--- config.mk ---
export PLATFORM = sky130hd
export DESIGN_NAME = pipeline_hazard_ctrl
export DESIGN_NICKNAME = d
export VERILOG_FILES = /design/src/rtl/pipeline_hazard_ctrl.sv
export SDC_FILE = /design/constraint.sdc
export NUM_CORES = 1
export LEC_CHECK = 0
export CORE_ASPECT_RATIO = 0.9
export CORE_MARGIN = 3
export CORE_UTILIZATION = 35
export CTS_BUF_LIST = sky130_fd_sc_hd__clkbuf_8
export CTS_CLUSTER_SIZE = 24
export DETAILED_ROUTE_END_ITERATION = 6
export DONT_BUFFER_PORTS = 1
export GPL_ROUTABILITY_DRIVEN = 0
export GPL_TIMING_DRIVEN = 0
export PLACE_DENSITY = 0.51
export SETUP_SLACK_MARGIN = 0.05
export SLEW_MARGIN = 20
export SYNTH_ARGS = -nofsm -noshare
export SYNTH_HDL_FRONTEND = slang
export SYNTH_SLANG_ARGS = --single-unit
export TNS_END_PERCENT = 50
--- constraint.sdc ---
create_clock -name clk -period 4.2 [get_ports clk]
set_input_delay 0.42 -clock clk [delete_from_list [all_inputs] [get_ports clk]]
set_output_delay 0.42 -clock clk [all_outputs]
set_load 0.005 [all_outputs]
--- src/rtl/pipeline_hazard_ctrl.sv ---
// pipeline_hazard_ctrl
//
// Central stall/flush controller for the pipelined RV32I core. It detects
// load-use hazards, freezes the front of the pipeline while a multi-cycle
// data memory access is outstanding, and flushes the pipeline registers
// younger than the branch resolution stage on a control-flow redirect.
// Stall/flush are Mealy outputs so they act in the cycle they are decided.
//
// Handshake note: mem_req marks a data access active this cycle; mem_ready
// marks the cycle it completes. An access with mem_req && !mem_ready holds
// the pipeline until the first cycle that mem_ready is high (release cycle),
// which itself carries no stall.
//
// Parameters:
//   NUM_STAGES   pipeline stages (5..8); NUM_STAGES-1 pipeline registers
//   REG_SEL      register specifier width
//   BRANCH_STAGE stage that resolves redirect (2..NUM_STAGES-2)
//   LU_BUBBLES   bubbles per load-use hazard (1..4)
//   CNT_WIDTH    performance counter width
//
// Ports:
//   clk, rst                 clock, synchronous active-high reset
//   id_rs1/id_rs2            source registers of the ID instruction
//   id_uses_rs1/id_uses_rs2  ID instruction really reads rs1/rs2
//   ex_rd, ex_mem_read       destination / is-load of the EX instruction
//   redirect                 taken branch/jump resolved in BRANCH_STAGE
//   mem_req, mem_ready       data memory access active / completing
//   stall_pc                 hold the PC
//   stall[k], flush[k]       hold / bubble pipeline register k
//   busy                     FSM is in MEM_WAIT (exposes the FSM state)
//   perf_*                   saturating performance counters

module pipeline_hazard_ctrl #(
    parameter int NUM_STAGES   = 5,
    parameter int REG_SEL      = 5,
    parameter int BRANCH_STAGE = 3,
    parameter int LU_BUBBLES   = 1,
    parameter int CNT_WIDTH    = 32
) (
    input  logic                  clk,
    input  logic                  rst,
    input  logic [REG_SEL-1:0]    id_rs1,
    input  logic [REG_SEL-1:0]    id_rs2,
    input  logic                  id_uses_rs1,
    input  logic                  id_uses_rs2,
    input  logic [REG_SEL-1:0]    ex_rd,
    input  logic                  ex_mem_read,
    input  logic                  redirect,
    input  logic                  mem_req,
    input  logic                  mem_ready,
    output logic                  stall_pc,
    output logic [NUM_STAGES-2:0] stall,
    output logic [NUM_STAGES-2:0] flush,
    output logic                  busy,
    output logic [CNT_WIDTH-1:0]  perf_stall_cycles,
    output logic [CNT_WIDTH-1:0]  perf_flushes,
    output logic [CNT_WIDTH-1:0]  perf_load_use
);

    localparam int NR = NUM_STAGES - 1;

    // Memory wait holds everything up to the register feeding WB and
    // bubbles that last register so WB does not retire a stale instruction.
    localparam logic [NR-1:0] WAIT_STALL  = NR'((1 << (NR - 1)) - 1);
    localparam logic [NR-1:0] WAIT_FLUSH  = NR'(1) << (NR - 1);
    // Redirect kills every register younger than the resolving stage.
    localparam logic [NR-1:0] REDIR_FLUSH = NR'((1 << BRANCH_STAGE) - 1);
    localparam logic [NR-1:0] LU_STALL    = NR'(1);
    localparam logic [NR-1:0] LU_FLUSH    = NR'(2);

    typedef enum logic {
        S_RUN      = 1'b0,
        S_MEM_WAIT = 1'b1
    } state_t;

    state_t     state;
    logic       redirect_pend;
    logic [1:0] bub_cnt;

    logic lu_hit;
    logic mem_stall;
    logic redir_now;
    logic bubble_now;
    logic lu_new;

    always_comb begin
        lu_hit = ex_mem_read && (ex_rd != '0) &&
                 ((id_uses_rs1 && (id_rs1 == ex_rd)) ||
                  (id_uses_rs2 && (id_rs2 == ex_rd)));

        mem_stall  = !rst && !mem_ready &&
                     ((state == S_MEM_WAIT) || mem_req);
        // A redirect that arrived during a stall is applied in the release
        // cycle, which is the first cycle mem_stall drops.
        redir_now  = !rst && !mem_stall && (redirect || redirect_pend);
        bubble_now = !rst && !mem_stall && !redir_now && (bub_cnt != 2'd0);
        lu_new     = !rst && !mem_stall && !redir_now && (bub_cnt == 2'd0) && lu_hit;

        stall_pc = 1'b0;
        stall    = '0;
        flush    = '0;
        if (rst) begin
            flush = '1;
        end else if (mem_stall) begin
            stall_pc = 1'b1;
            stall    = WAIT_STALL;
            flush    = WAIT_FLUSH;
        end else if (redir_now) begin
            flush = REDIR_FLUSH;
        end else if (bubble_now || lu_new) begin
            stall_pc = 1'b1;
            stall    = LU_STALL;
            flush    = LU_FLUSH;
        end
    end

    always_ff @(posedge clk) begin
        if (rst) begin
            state             <= S_RUN;
            busy              <= 1'b0;
            redirect_pend     <= 1'b0;
            bub_cnt           <= 2'd0;
            perf_stall_cycles <= '0;
            perf_flushes      <= '0;
            perf_load_use     <= '0;
        end else begin
            if (state == S_RUN) begin
                if (mem_req && !mem_ready) begin
                    state <= S_MEM_WAIT;
                    busy  <= 1'b1;
                end
            end else begin
                if (mem_ready) begin
                    state <= S_RUN;
                    busy  <= 1'b0;
                end
            end

            if (mem_stall) begin
                if (redirect) begin
                    redirect_pend <= 1'b1;
                end
            end else begin
                redirect_pend <= 1'b0;
            end

            // The bubble count freezes while memory holds the pipeline.
            if (!mem_stall) begin
                if (redir_now) begin
                    bub_cnt <= 2'd0;
                end else if (bubble_now) begin
                    bub_cnt <= bub_cnt - 2'd1;
                end else if (lu_new) begin
                    bub_cnt <= 2'(LU_BUBBLES - 1);
                end
            end

            if (stall_pc && (perf_stall_cycles != '1)) begin
                perf_stall_cycles <= perf_stall_cycles + CNT_WIDTH'(1);
            end
            if (redir_now && (perf_flushes != '1)) begin
                perf_flushes <= perf_flushes + CNT_WIDTH'(1);
            end
            if (lu_new && (perf_load_use != '1)) begin
                perf_load_use <= perf_load_use + CNT_WIDTH'(1);
            end
        end
    end

endmodule
==> summary.md <==
| Metric | Value |
|---|---|
| Postcts setup bufs | `0` |
| Reg clk slew, reported paths | `~0.090 ns` |
| Yosys warning count | `0` |
| Cell Area, Placed | `5329 sq um` |
| Switch share | `24.19%` |
| Setup violators final | `0` |
| Site Rows | `41` |
| Antenna Nets Post-Route | `0` |
| Post-route setup TNS | `0 ns` |
| Critical Path RT | `about 3.8 ns` |
| Post-Synth XOR/XNOR Area | `13.26%` |
| Power Dens Cells | `303.8 nW/um^2` |
| Status | `finished clean` |
| Residual DRC count | `0` |
| Hold slack final | `0.1496 ns` |
| Initial antenna violation count | `0` |
| Worst path top cell family by delay | `simple AND/OR/NAND/NOR gates` |
| Post-route cell area | `5530 sq um` |
| DR WL/cell | `16.84 um` |
| RSZ-0062 raised after global routing | `false` |
| Die width | `approximately 130 um` |
| Vias | `4435` |
| Synth top area cells | `dfxtp_1, xnor2_1, nor2_1` |
| Vias in the first global route | `4216` |
| Syn_nets | `641` |
| Cell Int Power | `1.274 mW` |
| Static Leak | `~1.7 nW` |
| Max Clk Rate | `~0.35 GHz` |
| CTS Root Cell | `clkbuf_8` |
| DRT Pass-1 Iters | `4` |
| Share of synthesized registers carrying an async set or reset | `0%` |
| Largest net degree at the start of global routing | `17` |
| Comb power frac | `4.2%` |
| Full die area | `roughly 16000 sq um` |
| Buf/Inv on CP | `3` |
| Fin. max-slew vios | `0` |
| Hold Path Class | `in2reg` |
| Final Cycle Share | `67.13%` |
| Compound-Gate Fraction of Synth Area | `7.575%` |
| Mapped cell area | `a little over 5000 sq um` |
| Post-synth EDFFs | `0` |
| WL final | `~14 mm` |
| Cts hold-fix bufs | `0` |
| Register area share after synthesis | `39.74%` |
| Largest family of logic cells by synthesized area | `simple AND/OR/NAND/NOR gates` |
| Grt ovf | `0` |
| Synth area leader | `dfxtp_1` |
| Slew @ Worst Pin | `1.030 ns` |
| CP peak stage delay | `0.56 ns` |
| Primary FF master, synth | `dfxtp_1` |
| Area of the core | `14110 sq um` |
| Cell count after synthesis | `614` |
| Util after Layout | `39.20%` |
| Cells after DPL | `a little over 800` |
| Share of cells above drive strength 1 | `under 10%` |
| Post-synthesis mux area share | `0.8116%` |
| Post-synth top area share | `39.74%` |
| Global-route wire length before repair | `22.35 mm` |
| Worst endpoint data arrival time | `2.40 ns` |
| Syn avg cell area | `~8.3 sq um` |
| Max_slew headroom | `31.21%` |
| P&R area growth vs syn | `8.706%` |
| Final layout net count | `652` |
| Vias/cell | `5.389` |
| Post_cts resized | `0` |
| IO Port Bufs | `0` |
| HPWL Detailed | `10.37 mm` |
| Yosys cell types | `56` |
| Clock power frac | `about two fifths` |
| WS Path Type | `in2out` |
| Clk_lat worst skew | `about 0.39 ns` |
| Num CTS Buffers | `9` |
| Clock Skew | `~0.014 ns` |
| Startpoint types | `input port` |
| Fin cells | `823` |
| GRT Total Usage | `17.42%` |
| Post-layout minimum cycle time | `approximately 2.8 ns` |
| Io pins | `129` |
| Slowest cell on crit path | `or4_1` |
| CTS tree | `built` |
| Final hold violations | `0` |
| Adder-cell share of the synthesized area | `0.9838%` |
| Psw | `406.4 uW` |
| VDD IR max | `0.1810 mV` |
| Initial DRC Count | `264` |
| Maxcap violations | `0` |
| Worst-case clock buffer depth | `2` |
| Antenna Cells | `0` |
| Worst-path cell chain | `or4_1 -> nor2_1 -> nor3_2 -> a211oi_2 -> clkbuf_1 -> inv_1 -> buf_4` |
| Clock sinks | `approximately 100` |
| Max H-tree Level | `3` |
| Largest fanout on the critical path | `10` |
| Starting Density | `36.06%` |
| Reg power frac | `57.5%` |
| Synthesized flop and latch total | `101` |
| Die height | `between 100 and 150 um` |
| CP Capture Type | `output port` |
| Simple-gate share of the synthesized area | `33.87%` |
==> layer usage <==
layer | routed length [um] | vias to the layer above | track usage (%) | share of wire [%]
li1 | - | 2176 | - | -
met4 | 181 | 0 | 4.870 | 1.3
met3 | 1065 | 16 | 6.780 | 7.7
met2 | 6377 | 104 | 27.44 | 46
met1 | 6237 | 2139 | 22.25 | 45
met5 | 0 | - | 0 | 0
==> cells in the final DEF, fill, tap and decap left out, types with 21 or more instances in the layout <==
cell type and instances:
dfxtp_1 101, nand3_1 28, xnor2_1 56, nor2_1 97, xor2_1 21, nand2_1 45, nor3_1 23, a21oi_1 27
nand4_1 36, or3_1 21
==> power groups by stage <==
stage          registers [mW]  logic (mW)  clock network, mW
6_report                0.966      0.0699              0.644
5_1_grt                 0.967      0.0784              0.712
4_1_cts                 0.966      0.0717              0.673
3_5_place_dp            0.988      0.0718                  0
3_3_place_gp            0.988      0.0706                  0
2_1_floorplan           0.987      0.0510                  0
==> layout make-up <==
cell class | count | area, sq um
Fill cell | 1484 | 8577
Multi-Input combinational cell | 471 | 2878
Sequential cell | 101 | 2022
Tap cell | 193 | 241.5
Clock buffer | 10 | 137.6
Buffer | 26 | 127.6
Clock inverter | 6 | 63.81
Inverter | 16 | 60.06
==> per-stage QoR <==
| step | total power [mW] | worst slack [ns] |
|---|---|---|
| floorplan | 1.038 | 1.858 |
| global placement | 1.059 | 1.341 |
| detailed placement | 1.060 | 1.318 |
| CTS | 1.711 | 1.314 |
| global route | 1.758 | 1.217 |
| finish | 1.680 | 1.380 |
==> flip-flops by register name, indices dropped and copies added (netlist names) <==
name and flops:
perf_stall_cycles 32, state 1, bub_cnt 2, perf_flushes 32
busy 1, redirect_pend 1, perf_load_use 32
==> Yosys cell counts (all sizes together), types with 2 or more instances <==
master	count
nand3b	2
buf	12
nand2	45
xor2	21
xnor2	56
nand2b	4
and4	8
and2	3
nor3	31
a211oi	3
ha	4
and3	10
or2	6
a21oi	27
o31ai	2
mux2i	3
a31oi	2
o21bai	3
nand3	29
nand4	36
clkbuf	14
nor2	97
o21ai	19
dfxtp	101
or4	6
nand4b	3
nor4	12
nor3b	4
or3	23
inv	16
==> cells by family after synthesis <==
kind of cell    Yosys count
buf+inv                  42
compound gates           64
fa+ha+maj                 4
mux                       4
flops                   101
other cells               1
xor+xnor                 77
simple gates            321
==> worst paths after layout <==
kind                            cells past startpoint             start                end  slack, ns
worst max-delay path                                7          ex_rd[1]           stall[0]       1.38
worst min-delay path                                1          redirect      redirect_pend       0.15
worst max register to register                      9  perf_load_use[0]  perf_load_use[15]       1.61
worst min register to register                      2        bub_cnt[0]         bub_cnt[0]       0.48
(Power assumes the default switching activity.)
